==> config.mk <==
export PLATFORM = sky130hd
export DESIGN_NAME = fb_swap_ctrl
export DESIGN_NICKNAME = d
export VERILOG_FILES = /design/src/rtl/fb_pkg.sv /design/src/rtl/fb_write_stage.sv /design/src/rtl/fb_swap_ctrl.sv
export SDC_FILE = /design/constraint.sdc
export NUM_CORES = 1
export LEC_CHECK = 0
export BUFFER_PORTS_ARGS = -buffer_cell sky130_fd_sc_hd__buf_2
export CAP_MARGIN = 0
export CORE_MARGIN = 2
export CORE_UTILIZATION = 40
export DETAILED_ROUTE_END_ITERATION = 8
export PLACE_DENSITY = 0.75
export SYNTH_ARGS = -nofsm -noshare
export SYNTH_HDL_FRONTEND = slang
export SYNTH_SLANG_ARGS = --single-unit
==> constraint.sdc <==
create_clock -name clk_clk -period 4.7 [get_ports clk_clk]
set_input_delay 0.235 -clock clk_clk [delete_from_list [all_inputs] [get_ports clk_clk]]
set_output_delay 0.235 -clock clk_clk [all_outputs]
set_load 0.02 [all_outputs]
==> src/rtl/fb_pkg.sv <==
// Shared types and defaults for the double-buffered framebuffer controller.
package fb_pkg;

  localparam int unsigned ADDR_W_DEF  = 17;
  localparam int unsigned DEPTH_DEF   = 76800;
  localparam int unsigned PIXEL_W_DEF = 8;
  localparam int unsigned CNT_W_DEF   = 16;

  typedef enum logic [1:0] {
    ST_DRAW       = 2'd0,
    ST_WAIT_VSYNC = 2'd1,
    ST_CLEAR      = 2'd2
  } state_e;

  // Bank A is displayed out of reset, so the processor draws into bank B first.
  localparam logic BANK_A = 1'b0;
  localparam logic BANK_B = 1'b1;

  function automatic logic back_of(input logic front);
    return ~front;
  endfunction

endpackage

==> src/rtl/fb_write_stage.sv <==
// Registered pixel write path with address range check and saturating drop counter.
// With FB_SWAP_CLEAR_EN a clear write port takes priority over processor writes.
module fb_write_stage
  import fb_pkg::*;
#(
  parameter int ADDR_W  = ADDR_W_DEF,
  parameter int DEPTH   = DEPTH_DEF,
  parameter int PIXEL_W = PIXEL_W_DEF,
  parameter int CNT_W   = CNT_W_DEF
`ifdef FB_SWAP_CLEAR_EN
  ,parameter int CLEAR_VAL = 0
`endif
) (
  input  logic               clk,
  input  logic               rst,
  input  logic               draw_en,
  input  logic               back_bank,
  input  logic               bb_we,
  input  logic [31:0]        din,
  input  logic [31:0]        waddr,
`ifdef FB_SWAP_CLEAR_EN
  input  logic               clr_we,
  input  logic [ADDR_W-1:0]  clr_addr,
`endif
  output logic               mem_we,
  output logic               mem_bank,
  output logic [ADDR_W-1:0]  mem_waddr,
  output logic [PIXEL_W-1:0] mem_wdata,
  output logic [CNT_W-1:0]   drop_cnt
);

  localparam logic [31:0] DEPTH_W = 32'(DEPTH);

  logic               mem_we_q, mem_we_d;
  logic               mem_bank_q, mem_bank_d;
  logic [ADDR_W-1:0]  mem_waddr_q, mem_waddr_d;
  logic [PIXEL_W-1:0] mem_wdata_q, mem_wdata_d;
  logic [CNT_W-1:0]   drop_cnt_q, drop_cnt_d;
  logic               accept_s;
  logic               drop_s;
  logic               unused_din;

  assign unused_din = ^din[31:PIXEL_W];

  always_comb begin
    accept_s    = bb_we & draw_en & (waddr < DEPTH_W);
    drop_s      = bb_we & ~accept_s;
    mem_bank_d  = back_bank;
    mem_we_d    = accept_s;
    mem_waddr_d = mem_waddr_q;
    mem_wdata_d = mem_wdata_q;
`ifdef FB_SWAP_CLEAR_EN
    if (clr_we) begin
      mem_we_d    = 1'b1;
      mem_waddr_d = clr_addr;
      mem_wdata_d = PIXEL_W'(CLEAR_VAL);
    end else if (accept_s) begin
      mem_waddr_d = waddr[ADDR_W-1:0];
      mem_wdata_d = din[PIXEL_W-1:0];
    end else begin
      mem_waddr_d = mem_waddr_q;
    end
`else
    if (accept_s) begin
      mem_waddr_d = waddr[ADDR_W-1:0];
      mem_wdata_d = din[PIXEL_W-1:0];
    end else begin
      mem_waddr_d = mem_waddr_q;
    end
`endif
    if (drop_s && (drop_cnt_q != {CNT_W{1'b1}})) begin
      drop_cnt_d = drop_cnt_q + CNT_W'(1);
    end else begin
      drop_cnt_d = drop_cnt_q;
    end
  end

  always_ff @(posedge clk) begin
    if (rst) begin
      mem_we_q    <= 1'b0;
      mem_bank_q  <= BANK_B;
      mem_waddr_q <= '0;
      mem_wdata_q <= '0;
      drop_cnt_q  <= '0;
    end else begin
      mem_we_q    <= mem_we_d;
      mem_bank_q  <= mem_bank_d;
      mem_waddr_q <= mem_waddr_d;
      mem_wdata_q <= mem_wdata_d;
      drop_cnt_q  <= drop_cnt_d;
    end
  end

  assign mem_we    = mem_we_q;
  assign mem_bank  = mem_bank_q;
  assign mem_waddr = mem_waddr_q;
  assign mem_wdata = mem_wdata_q;
  assign drop_cnt  = drop_cnt_q;

endmodule

==> src/rtl/fb_swap_ctrl.sv <==
// Framebuffer swap controller: steers processor writes to the back bank and flips banks on vsync.
// Optional macro FB_SWAP_CLEAR_EN adds a CLEAR state that wipes the new back bank before drawing.
module fb_swap_ctrl
  import fb_pkg::*;
#(
  parameter int ADDR_W  = ADDR_W_DEF,
  parameter int DEPTH   = DEPTH_DEF,
  parameter int PIXEL_W = PIXEL_W_DEF,
  parameter int CNT_W   = CNT_W_DEF
`ifdef FB_SWAP_CLEAR_EN
  ,parameter int CLEAR_VAL = 0
`endif
) (
  input  logic               clk_clk,
  input  logic               reset_reset,
  input  logic               bb_we,
  input  logic [31:0]        din,
  input  logic [31:0]        waddr,
  input  logic               done,
  input  logic               vsync,
  output logic               swap,
  output logic               front_sel,
  output logic               mem_we,
  output logic               mem_bank,
  output logic [ADDR_W-1:0]  mem_waddr,
  output logic [PIXEL_W-1:0] mem_wdata,
  output logic               busy,
  output logic [CNT_W-1:0]   drop_cnt
);

  state_e state_q, state_d;
  logic   front_sel_q, front_sel_d;
  logic   swap_q, swap_d;
  logic   busy_q, busy_d;
  logic   flip_s;

`ifdef FB_SWAP_CLEAR_EN
  // One extra count past the last address lets the final clear write land before swap.
  logic [ADDR_W:0]   clr_cnt_q, clr_cnt_d;
  logic              clr_last_s;
  logic              clr_we_s;
  logic [ADDR_W-1:0] clr_addr_s;
  assign clr_last_s = (clr_cnt_q == (ADDR_W+1)'(DEPTH));
`endif

  always_ff @(posedge clk_clk) begin
    if (reset_reset) begin
      state_q     <= ST_DRAW;
      front_sel_q <= BANK_A;
      swap_q      <= 1'b0;
      busy_q      <= 1'b0;
`ifdef FB_SWAP_CLEAR_EN
      clr_cnt_q   <= '0;
`endif
    end else begin
      state_q     <= state_d;
      front_sel_q <= front_sel_d;
      swap_q      <= swap_d;
      busy_q      <= busy_d;
`ifdef FB_SWAP_CLEAR_EN
      clr_cnt_q   <= clr_cnt_d;
`endif
    end
  end

  always_comb begin
    state_d = state_q;
    case (state_q)
      ST_DRAW: begin
        if (done) state_d = ST_WAIT_VSYNC;
        else      state_d = ST_DRAW;
      end
      ST_WAIT_VSYNC: begin
`ifdef FB_SWAP_CLEAR_EN
        if (vsync) state_d = ST_CLEAR;
        else       state_d = ST_WAIT_VSYNC;
`else
        if (vsync) state_d = ST_DRAW;
        else       state_d = ST_WAIT_VSYNC;
`endif
      end
      ST_CLEAR: begin
`ifdef FB_SWAP_CLEAR_EN
        if (clr_last_s) state_d = ST_DRAW;
        else            state_d = ST_CLEAR;
`else
        state_d = ST_DRAW;
`endif
      end
      default: state_d = ST_DRAW;
    endcase
  end

  always_comb begin
    flip_s      = (state_q == ST_WAIT_VSYNC) && vsync;
    front_sel_d = front_sel_q ^ flip_s;
    busy_d      = (state_d != ST_DRAW);
`ifdef FB_SWAP_CLEAR_EN
    swap_d     = (state_q == ST_CLEAR) && clr_last_s;
    clr_we_s   = (state_q == ST_CLEAR) && !clr_last_s;
    clr_addr_s = clr_cnt_q[ADDR_W-1:0];
    if (state_q == ST_CLEAR) clr_cnt_d = clr_cnt_q + (ADDR_W+1)'(1);
    else                     clr_cnt_d = '0;
`else
    swap_d = flip_s;
`endif
  end

  fb_write_stage #(
    .ADDR_W   (ADDR_W),
    .DEPTH    (DEPTH),
    .PIXEL_W  (PIXEL_W),
    .CNT_W    (CNT_W)
`ifdef FB_SWAP_CLEAR_EN
    ,.CLEAR_VAL(CLEAR_VAL)
`endif
  ) u_write (
    .clk       (clk_clk),
    .rst       (reset_reset),
    .draw_en   (state_q == ST_DRAW),
    .back_bank (back_of(front_sel_q)),
    .bb_we     (bb_we),
    .din       (din),
    .waddr     (waddr),
`ifdef FB_SWAP_CLEAR_EN
    .clr_we    (clr_we_s),
    .clr_addr  (clr_addr_s),
`endif
    .mem_we    (mem_we),
    .mem_bank  (mem_bank),
    .mem_waddr (mem_waddr),
    .mem_wdata (mem_wdata),
    .drop_cnt  (drop_cnt)
  );

  assign swap      = swap_q;
  assign front_sel = front_sel_q;
  assign busy      = busy_q;

endmodule
==> results of run 1 <==
==> tightest hold or removal path, stage by stage <==
cell and delay (ns):
buf_2 0.07, mux2i_1 0.05, nor2_1 0.07
==> area by class of cell <==
type | count | area, um^2 | area share (%)
Tap cell | 67 | 83.8 | 3.20
Sequential cell | 46 | 921 | 35.2
Clock buffer | 6 | 72.6 | 2.77
Timing Repair Buffer | 91 | 458 | 17.5
Multi-Input combinational cell | 155 | 1040 | 39.6
Inverter | 2 | 7.51 | 0.287
Clock inverter | 2 | 37.5 | 1.43
==> path summary, 6_finish.rpt <==
kind	from	slack, ns	depth (start not counted)	end
hold reg to reg	front_sel	0.43	1	u_write.mem_bank
hold / removal	din[2]	0.17	3	u_write.mem_wdata[2]
setup reg to reg	busy	2.31	5	u_write.mem_waddr[11]
setup / recovery	waddr[30]	2.14	7	u_write.mem_waddr[11]
==> where the power goes <==
group          internal, mW  switching, mW
clock                 0.159          0.130
sequential            0.393        0.00327
combinational        0.0222         0.0254
total                 0.574          0.159
==> flip-flops by register name, summed over array words and instances, names as in the netlist <==
name / flops
swap: 1
u_write.mem_waddr: 17
front_sel: 1
u_write.drop_cnt: 16
u_write.mem_wdata: 8
busy: 1
u_write.mem_bank: 1
u_write.mem_we: 1
==> metal layers <==
metal / global-route usage [%] / wire length (um)
met1: 20.1 / 1930
met2: 25.6 / 2310
met3: 3.48 / 269
met4: 6.04 / 68
met5: 0 / 0
==> cells in the mapped netlist (2+ instances only) <==
master	count	area share [%]
or4_1	7	2.6
mux2i_1	26	13
or3_1	5	1.5
nor4b_1	2	0.86
nor3_1	2	0.49
nand4_1	6	1.8
a2111oi_4	2	2.7
buf_6	3	1.7
nor2b_1	6	1.8
o31ai_1	5	1.8
nand3_1	6	1.5
mux2_1	3	1.7
nand2_1	12	2.2
a21oi_1	9	2.2
clkbuf_1	9	1.7
and4_1	3	1.3
and3_1	2	0.62
nand2b_1	3	0.92
o21ai_0	5	1.2
dfxtp_1	46	45
nor4_1	4	1.2
nor2_1	36	6.7
and2_1	2	0.62
inv_1	2	0.37
==> layout by cell type, fill, tap and decap left out, types with 3 or more instances in the layout <==
cell	synthesis	routed
nand2b_1	3	3
buf_2	0	90
or4_1	7	7
nor4_1	4	4
dfxtp_1	46	46
o31ai_1	5	5
nor2b_1	6	6
mux2_1	3	3
a21oi_1	9	9
nand2_1	12	12
o21ai_0	5	5
nand4_1	6	6
nand3_1	6	6
nor2_1	36	36
or3_1	5	5
clkbuf_8	0	5
mux2i_1	26	26
and4_1	3	3
==> logic make-up (layout without fill, tap and decap cells) <==
logic type      count (synthesis)  after routing
compound gates                 25             25
xor+xnor                        1              1
fa+ha+maj                       1              1
buf+inv                        14            101
flops                          46             46
mux                            30             30
simple gates                   98             98
==> through the flow <==
step / instance area, um^2 / setup WS (ns)
finish: 2620 / 2.14
global route: 2620 / 2.01
CTS: 2620 / 2.15
detailed placement: 2510 / 1.83
global placement: 2510 / 1.88
floorplan: 2030 / 2.50
==> results.sh, run 1 <==
export IMPL_max_freq_mhz=391
export IMPL_synth_compound_area_share_pct=9.67
export IMPL_fin_cells=369
export IMPL_synth_top_family_by_area="simple AND/OR/NAND/NOR gates"
export IMPL_synth_edf_count=0
export IMPL_io_buffers=90
export IMPL_rows=25
export IMPL_rsz0062_at_grt="no"
export IMPL_holdWs_ns=0.172
export IMPL_relSlewSlack_pct=42.7
export IMPL_fin_nets=371
export IMPL_cts_hold_buf=0
export IMPL_path_buf_inv=2
export IMPL_ctsRootBufferMaster="clkbuf_8"
export IMPL_vias=1856
export IMPL_status="complete, no violations"
export IMPL_antenna_cells=0
export IMPL_die_w_um=75.3
export IMPL_cts_tree="done"
export IMPL_crit_type="input port to flop"
export IMPL_synth_cell_types=33
export IMPL_core_area_um2=4820
export IMPL_tightestPinTransition_ns=0.860
export IMPL_ir_drop_mv=0.163
export IMPL_min_period_ns=2.56
export IMPL_skew_ns=0.00312
export IMPL_cp_top_family="simple AND/OR/NAND/NOR gates"
export IMPL_synth_flop_cell="dfxtp_1"
export IMPL_synthMuxAreaShare_pct=15.0
export IMPL_layout_drive_gt1_share_pct=33.8
export IMPL_synth_fa_ha_area_share_pct=0.616
export IMPL_power_density_nw_per_um2=280
export IMPL_startpoint_type="input port"
export IMPL_grt_pass1_wl_um=6860
export IMPL_synthCells=215
export IMPL_arrival_ns=2.71
export IMPL_grt_overflow=0
export IMPL_clockBufferDepth=2
export IMPL_syn2layout_area_growth_pct=28.8
export IMPL_track_usage_pct=15.6
export IMPL_netlist_area_um2=2030
export IMPL_syn_nets=285
export IMPL_utilization_pct=54.3
export IMPL_cts_resized=0
export IMPL_firstDrtPassIters=4
export IMPL_synth_seq_cells=46
export IMPL_clock_sinks=46
export IMPL_drc=0
export IMPL_pin_count=115
export IMPL_dp_hpwl_um=3340
export IMPL_timing_final_crit_share_pct=54.5
export IMPL_grt_max_degree=53
export IMPL_grt_pass1_vias=1566
export IMPL_initial_core_util_pct=42.2
export IMPL_synthSimpleGateAreaFrac_pct=25.2
export IMPL_worstPathRequired_ns=4.85
export IMPL_drt_iter0_drc=71
export IMPL_cp_max_fo=25
export IMPL_cpMaxStageDelayCell="a2111oi_4"
export IMPL_htreeDepth=2
export IMPL_nFillCells=483
export IMPL_synthXorXnorAreaFrac_pct=0.431
export IMPL_power_mw=0.733
export IMPL_drt_wl_total_um=4580
export IMPL_dp_cells=361
export IMPL_critPathCaptureType="flop"
export IMPL_via_per_inst=5.03
export IMPL_avgSynthCellArea_um2=9.45
export IMPL_wl_per_cell_um=12.4
export IMPL_ys_warn_count=0
export IMPL_cap_viol_max_count=0
export IMPL_insertion_delay_ns=0.29
export IMPL_yosysSeqAreaShare_pct=45.3
export IMPL_power_leakage_nw=1.13
export IMPL_post_cts_setup_buffers=0
export IMPL_slew_viol_final=0
export IMPL_clk_pin_slew_ns=0.08
export IMPL_critPathMaxStageDelay_ns=0.65
export IMPL_dieArea_um2=5670
export IMPL_setup_tns_ns=0
export IMPL_fp_dieH_um=75.3
export IMPL_hold_path_class="input port to flop"
export IMPL_antenna_found_initial=0
export IMPL_setup_viol=0
export IMPL_hold_viol=0
export IMPL_cts_made_buffers=5
export IMPL_crit_chain="buf_2 -> or4_1 -> or3_4 -> a2111oi_4 -> buf_4 -> mux2i_1 -> nor2_1"
export IMPL_gp_congestion=0.767
export IMPL_postRouteAntennaNets=0
export IMPL_async_flop_share_pct=0
(Power assumes the default switching activity.)
==> run 2: changes to the inputs <==
Clock period 4.7 ns to 2.5 ns, I/O delays scaled along.
==> run 2 against run 1 <==
Cell count up 0.54%. Die area unchanged. Sequential share of layout area shrank 0.40 points. Sequential cell count unchanged. Register-to-register slack worse by 1.8 ns. Worst hold slack worse by 0.12 ns.
==> results.sh, run 2 (same netlist as run 1, synthesis figures left out) <==
export IMPL_grt_pass1_wl_um=7000
export IMPL_cts_resized=0
export IMPL_gp_congestion=0.798
export IMPL_crit_type="input port to flop"
export IMPL_track_usage_pct=16.0
export IMPL_tightestPinTransition_ns=0.888
export IMPL_initial_core_util_pct=42.2
export IMPL_comb_power_share_pct=6.5
export IMPL_worstPathRequired_ns=2.69
export IMPL_layout_commonest_cell="buf_2"
export IMPL_power_density_nw_per_um2=527
export IMPL_rows=25
export IMPL_arrival_ns=2.19
export IMPL_grt_pass1_vias=1545
export IMPL_wl_per_cell_um=12.5
export IMPL_power_mw=1.39
export IMPL_path_buf_inv=2
export IMPL_swShare_pct=22.5
export IMPL_clk_pin_slew_ns=0.09
export IMPL_ff2ff_path_depth=6
export IMPL_grt_max_degree=53
export IMPL_drt_wl_total_um=4630
export IMPL_critPathCaptureType="flop"
export IMPL_vias=1843
export IMPL_drc=0
export IMPL_crit_chain="buf_2 -> or4_1 -> or3_4 -> a2111oi_4 -> buf_12 -> nor4_1 -> mux2_1"
export IMPL_ff2ff_setup_slack_ns=0.53
export IMPL_grt_overflow=0
export IMPL_ir_drop_mv=0.377
export IMPL_firstDrtPassIters=4
export IMPL_clock_sinks=46
export IMPL_cpMaxStageDelayCell="or4_1"
export IMPL_io_buffers=90
export IMPL_power_leakage_nw=1.15
export IMPL_core_area_um2=4820
export IMPL_skew_ns=0.00615
export IMPL_rsz0062_at_grt="no"
export IMPL_p_sw_mw=0.314
export IMPL_fp_dieH_um=75.3
export IMPL_syn2layout_area_growth_pct=30.2
export IMPL_max_freq_mhz=500
export IMPL_cp_max_fo=37
export IMPL_cp_top_family="simple AND/OR/NAND/NOR gates"
export IMPL_htreeDepth=2
export IMPL_setup_viol=0
export IMPL_cts_tree="done"
export IMPL_fin_cells=371
export IMPL_antenna_cells=0
export IMPL_hold_viol=0
export IMPL_postRouteAntennaNets=0
export IMPL_fin_nets=373
export IMPL_die_w_um=75.3
export IMPL_worstReg2RegEnd="u_write.drop_cnt[9]"
export IMPL_status="complete, no violations"
export IMPL_r2r_start="u_write.drop_cnt[0]"
export IMPL_post_cts_setup_buffers=0
export IMPL_final_cell_mix="buf_2, dfxtp_1, nor2_1"
export IMPL_startpoint="waddr[30]"
export IMPL_ctsRootBufferMaster="clkbuf_8"
export IMPL_dp_hpwl_um=3270
export IMPL_pin_count=115
export IMPL_setup_tns_ns=0
export IMPL_timing_final_crit_share_pct=79.9
export IMPL_endpoint="u_write.drop_cnt[7]"
export IMPL_cts_made_buffers=5
export IMPL_drt_iter0_drc=83
export IMPL_cts_hold_buf=0
export IMPL_hold_path_class="input port to flop"
export IMPL_via_per_inst=4.97
export IMPL_hold_depth=3
export IMPL_slew_viol_final=0
export IMPL_dieArea_um2=5670
export IMPL_clockBufferDepth=2
export IMPL_p_int_mw=1.08
export IMPL_pwr_share_seq_pct=53.4
export IMPL_layout_drive_gt1_share_pct=34.5
export IMPL_p_clk_share_pct=40.1
export IMPL_relSlewSlack_pct=40.8
export IMPL_dp_cells=363
export IMPL_critPathMaxStageDelay_ns=0.53
export IMPL_startpoint_type="input port"
export IMPL_min_period_ns=2.00
export IMPL_crit_cells=7
export IMPL_antenna_found_initial=0
export IMPL_cap_viol_max_count=0
export IMPL_largest_reg_flops=17
export IMPL_insertion_delay_ns=0.30
[run 2: cell count changes in the layout (fill, tap and decap cells not counted), sizes merged]
cell,delta
clkinv,+1
buf,+2
clkinvlp,-1
clkbuf,-1
inv,+1
[run 2: cell type report]
type | instances | area [um^2]
Fill cell | 483 | 2170
Multi-Input combinational cell | 155 | 1040
Sequential cell | 46 | 921
Timing Repair Buffer | 93 | 485
Tap cell | 67 | 83.8
Clock buffer | 5 | 68.8
Clock inverter | 3 | 43.8
Inverter | 2 | 7.51
[run 2: worst min path at each step]
stage / startpoint / to
finish: waddr[5] / u_write.mem_waddr[5]
global route: waddr[7] / u_write.mem_waddr[7]
CTS: waddr[5] / u_write.mem_waddr[5]
detailed placement: waddr[1] / u_write.mem_waddr[1]
global placement: din[3] / u_write.mem_wdata[3]
floorplan: done / busy
[run 2: power by group through the flow]
stage          clock network (mW)  logic (mW)  registers (mW)
5_1_grt                     0.595       0.101           0.746
4_1_cts                     0.575      0.0919           0.745
3_5_place_dp                    0      0.0917           0.762
2_1_floorplan                   0      0.0351           0.770
6_report                    0.559      0.0907           0.745
3_3_place_gp                    0      0.0895           0.762
[run 2: per-layer routing]
| layer | part of all wire [%] | up-vias | wire length, um | track usage [%] |
|---|---|---|---|---|
| met5 | 0 | - | 0 | 0 |
| met4 | 1.8 | 0 | 82 | 6.04 |
| met3 | 5.5 | 8 | 255 | 5.22 |
| met2 | 49 | 52 | 2280 | 25.5 |
| met1 | 43 | 841 | 2010 | 20.2 |
| li1 | - | 942 | - | - |
[run 2: worst min-delay path, stage by stage]
cell and delay (ns):
buf_2 0.07, mux2i_1 0.05, nor2_1 0.07
[run 2: stage by stage]
step	setup WS, ns	util [%]	instance area, um^2	hold WS, ns
global route	0.411	54.9	2650	0.0493
global placement	0.204	52.6	2530	0.357
detailed placement	0.177	52.6	2530	0.368
finish	0.502	54.9	2650	0.0550
CTS	0.500	54.9	2650	0.0493
floorplan	0.413	-	2030	0.269
==> run 3: changes to the inputs <==
Settings changed: CORE_UTILIZATION 40 to 39, PLACE_DENSITY 0.75 to 0.76.
Clock period 2.5 ns to 1.8 ns, I/O delays scaled along.
==> run 3 against run 2 <==
Die area is 2.4% higher. Global-route usage is 0.51 points higher. Register-to-register slack worse by 0.51 ns. Highest routed layer unchanged. Core utilization is 3.1 points higher. Clock-buffer cell count is 1 higher. Clock power is 35% higher. Via count is 9.3% higher. Cell count is 8.4% higher. Largest cell class unchanged. Worst setup slack worse by 0.49 ns. Non-clock buffer count is 28 higher. Clock skew is 0.0038 ns higher. Sequential cell count stayed put.
==> results.sh, run 3 (same netlist as run 1, synthesis figures left out) <==
export IMPL_core_area_um2=5070
export IMPL_nFillCells=469
export IMPL_grt_overflow=0
export IMPL_clk_pin_slew_ns=0.09
export IMPL_via_per_inst=5.01
export IMPL_arrival_ns=1.97
export IMPL_gp_congestion=0.808
export IMPL_grt_pass1_wl_um=7950
export IMPL_io_buffers=90
export IMPL_insertion_delay_ns=0.29
export IMPL_worstPathRequired_ns=1.98
export IMPL_clockBufferDepth=2
export IMPL_vias=2014
export IMPL_max_freq_mhz=561
export IMPL_syn2layout_area_growth_pct=44.9
export IMPL_antenna_found_initial=0
export IMPL_ff2ff_setup_slack_ns=0.02
export IMPL_cp_top_family="simple AND/OR/NAND/NOR gates"
export IMPL_fin_nets=401
export IMPL_relSlewSlack_pct=58.5
export IMPL_cp_max_fo=5
export IMPL_die_w_um=76.2
export IMPL_drc=0
export IMPL_multi_input_area_um2=1100
export IMPL_firstDrtPassIters=4
export IMPL_layout_drive_gt1_share_pct=44.3
export IMPL_final_cell_mix="buf_2, dfxtp_1, nor2_1"
export IMPL_cts_hold_buf=0
export IMPL_slew_viol_final=0
export IMPL_tightestPinTransition_ns=0.622
export IMPL_utilization_pct=58.0
export IMPL_grt_util_met2_pct=27.4
export IMPL_top_usage_layer="met2"
export IMPL_pin_count=115
export IMPL_clock_sinks=46
export IMPL_crit_chain="buf_6 -> or4_4 -> or3_4 -> buf_6 -> a2111oi_4 -> buf_6 -> nor2_2 -> mux2_2"
export IMPL_cts_tree="done"
export IMPL_setup_viol=0
export IMPL_status="complete, no violations"
export IMPL_antenna_cells=0
export IMPL_postRouteAntennaNets=0
export IMPL_wl_per_cell_um=12.6
export IMPL_track_usage_pct=16.5
export IMPL_rsz0062_at_grt="yes"
export IMPL_holdWs_ns=0.0263
export IMPL_drt_iter0_drc=152
export IMPL_grt_pass1_vias=1821
export IMPL_layout_commonest_cell="buf_2"
export IMPL_cp_common_cell="buf_6"
export IMPL_power_leakage_nw=1.30
export IMPL_timing_final_crit_share_pct=99.1
export IMPL_cpMaxStageDelayCell="or4_4"
export IMPL_dieArea_um2=5800
export IMPL_largest_reg_flops=17
export IMPL_cap_viol_max_count=0
export IMPL_crit_type="input port to flop"
export IMPL_hold_viol=0
export IMPL_ctsRootBufferMaster="clkbuf_8"
export IMPL_min_period_ns=1.78
export IMPL_critPathCaptureType="flop"
export IMPL_use_met1_pct=20.8
export IMPL_critPathMaxStageDelay_ns=0.52
export IMPL_dp_hpwl_um=3670
export IMPL_startpoint_type="input port"
export IMPL_grt_max_degree=38
export IMPL_ir_drop_mv=0.502
export IMPL_skew_ns=0.00991
export IMPL_seq_area_um2=926
export IMPL_cts_made_buffers=5
export IMPL_initial_core_util_pct=40.0
export IMPL_drt_wl_total_um=5060
export IMPL_grt_use_met3_pct=4.74
export IMPL_htreeDepth=2
export IMPL_fp_dieH_um=76.2
export IMPL_path_buf_inv=3
export IMPL_hold_path_class="input port to flop"
export IMPL_power_density_nw_per_um2=661
export IMPL_rows=26
## run 3: changes by cell type in the layout (fill, tap and decap cells not counted), sizes merged
cell	previous run	this run
buf	93	121
clkbuf	5	6
clkinv	1	0
## run 3: final timing paths
check | from | to | cells after the start
hold reg to reg | front_sel | u_write.mem_bank | 1
hold / removal | waddr[5] | u_write.mem_waddr[5] | 3
setup / recovery | waddr[30] | u_write.drop_cnt[0] | 8
setup reg to reg | u_write.drop_cnt[0] | u_write.drop_cnt[11] | 8
## run 3: through the flow
| stage | instances | power [mW] | setup TNS [ns] | cell area, um^2 | setup slack [ns] |
|---|---|---|---|---|---|
| after global placement | 388 | 1.20 | -7.17 | 2720 | -0.253 |
| after floorplan | 215 | 1.12 | -5.56 | 2050 | -0.194 |
| after CTS | 396 | 1.96 | 0 | 2830 | 0.0187 |
| after global routing | 402 | 2.02 | -0.263 | 2940 | -0.0501 |
| final | 402 | 1.95 | 0 | 2940 | 0.0159 |
| after detailed placement | 388 | 1.21 | -9.53 | 2720 | -0.349 |
## run 3: timing repair
action,CTS,global route
pin swaps,3,7
gates resized for setup,1,18
cloned,0,1
endpoints found under the setup margin,5,29
setup buffers,0,5
## run 3: routing by layer
metal	vias up	share of wire [%]
met2	70	48
met5	-	0
met3	6	6.4
met4	0	1.0
li1	1001	-
met1	937	45
## run 3: power by group
part	total, mW	internal [mW]	switching [mW]
Combinational	0.159	0.0795	0.0795
Sequential	1.03	1.03	0.00685
Clock	0.754	0.416	0.338
Total	1.95	1.52	0.424
## run 3: final cells by class
| class | instances | area share (%) |
|---|---|---|
| sequential | 46 | 31.4 |
| tap | 70 | 2.97 |
| inverter | 2 | 0.255 |
| clock buffer | 6 | 2.46 |
| multi-input combinational | 155 | 37.2 |
| timing repair buffer | 121 | 24.4 |
| clock inverter | 2 | 1.23 |
## run 3: worst min-delay path, stage by stage
cell     delay (ns)
buf_2          0.07
mux2i_1        0.05
nor2_1         0.07
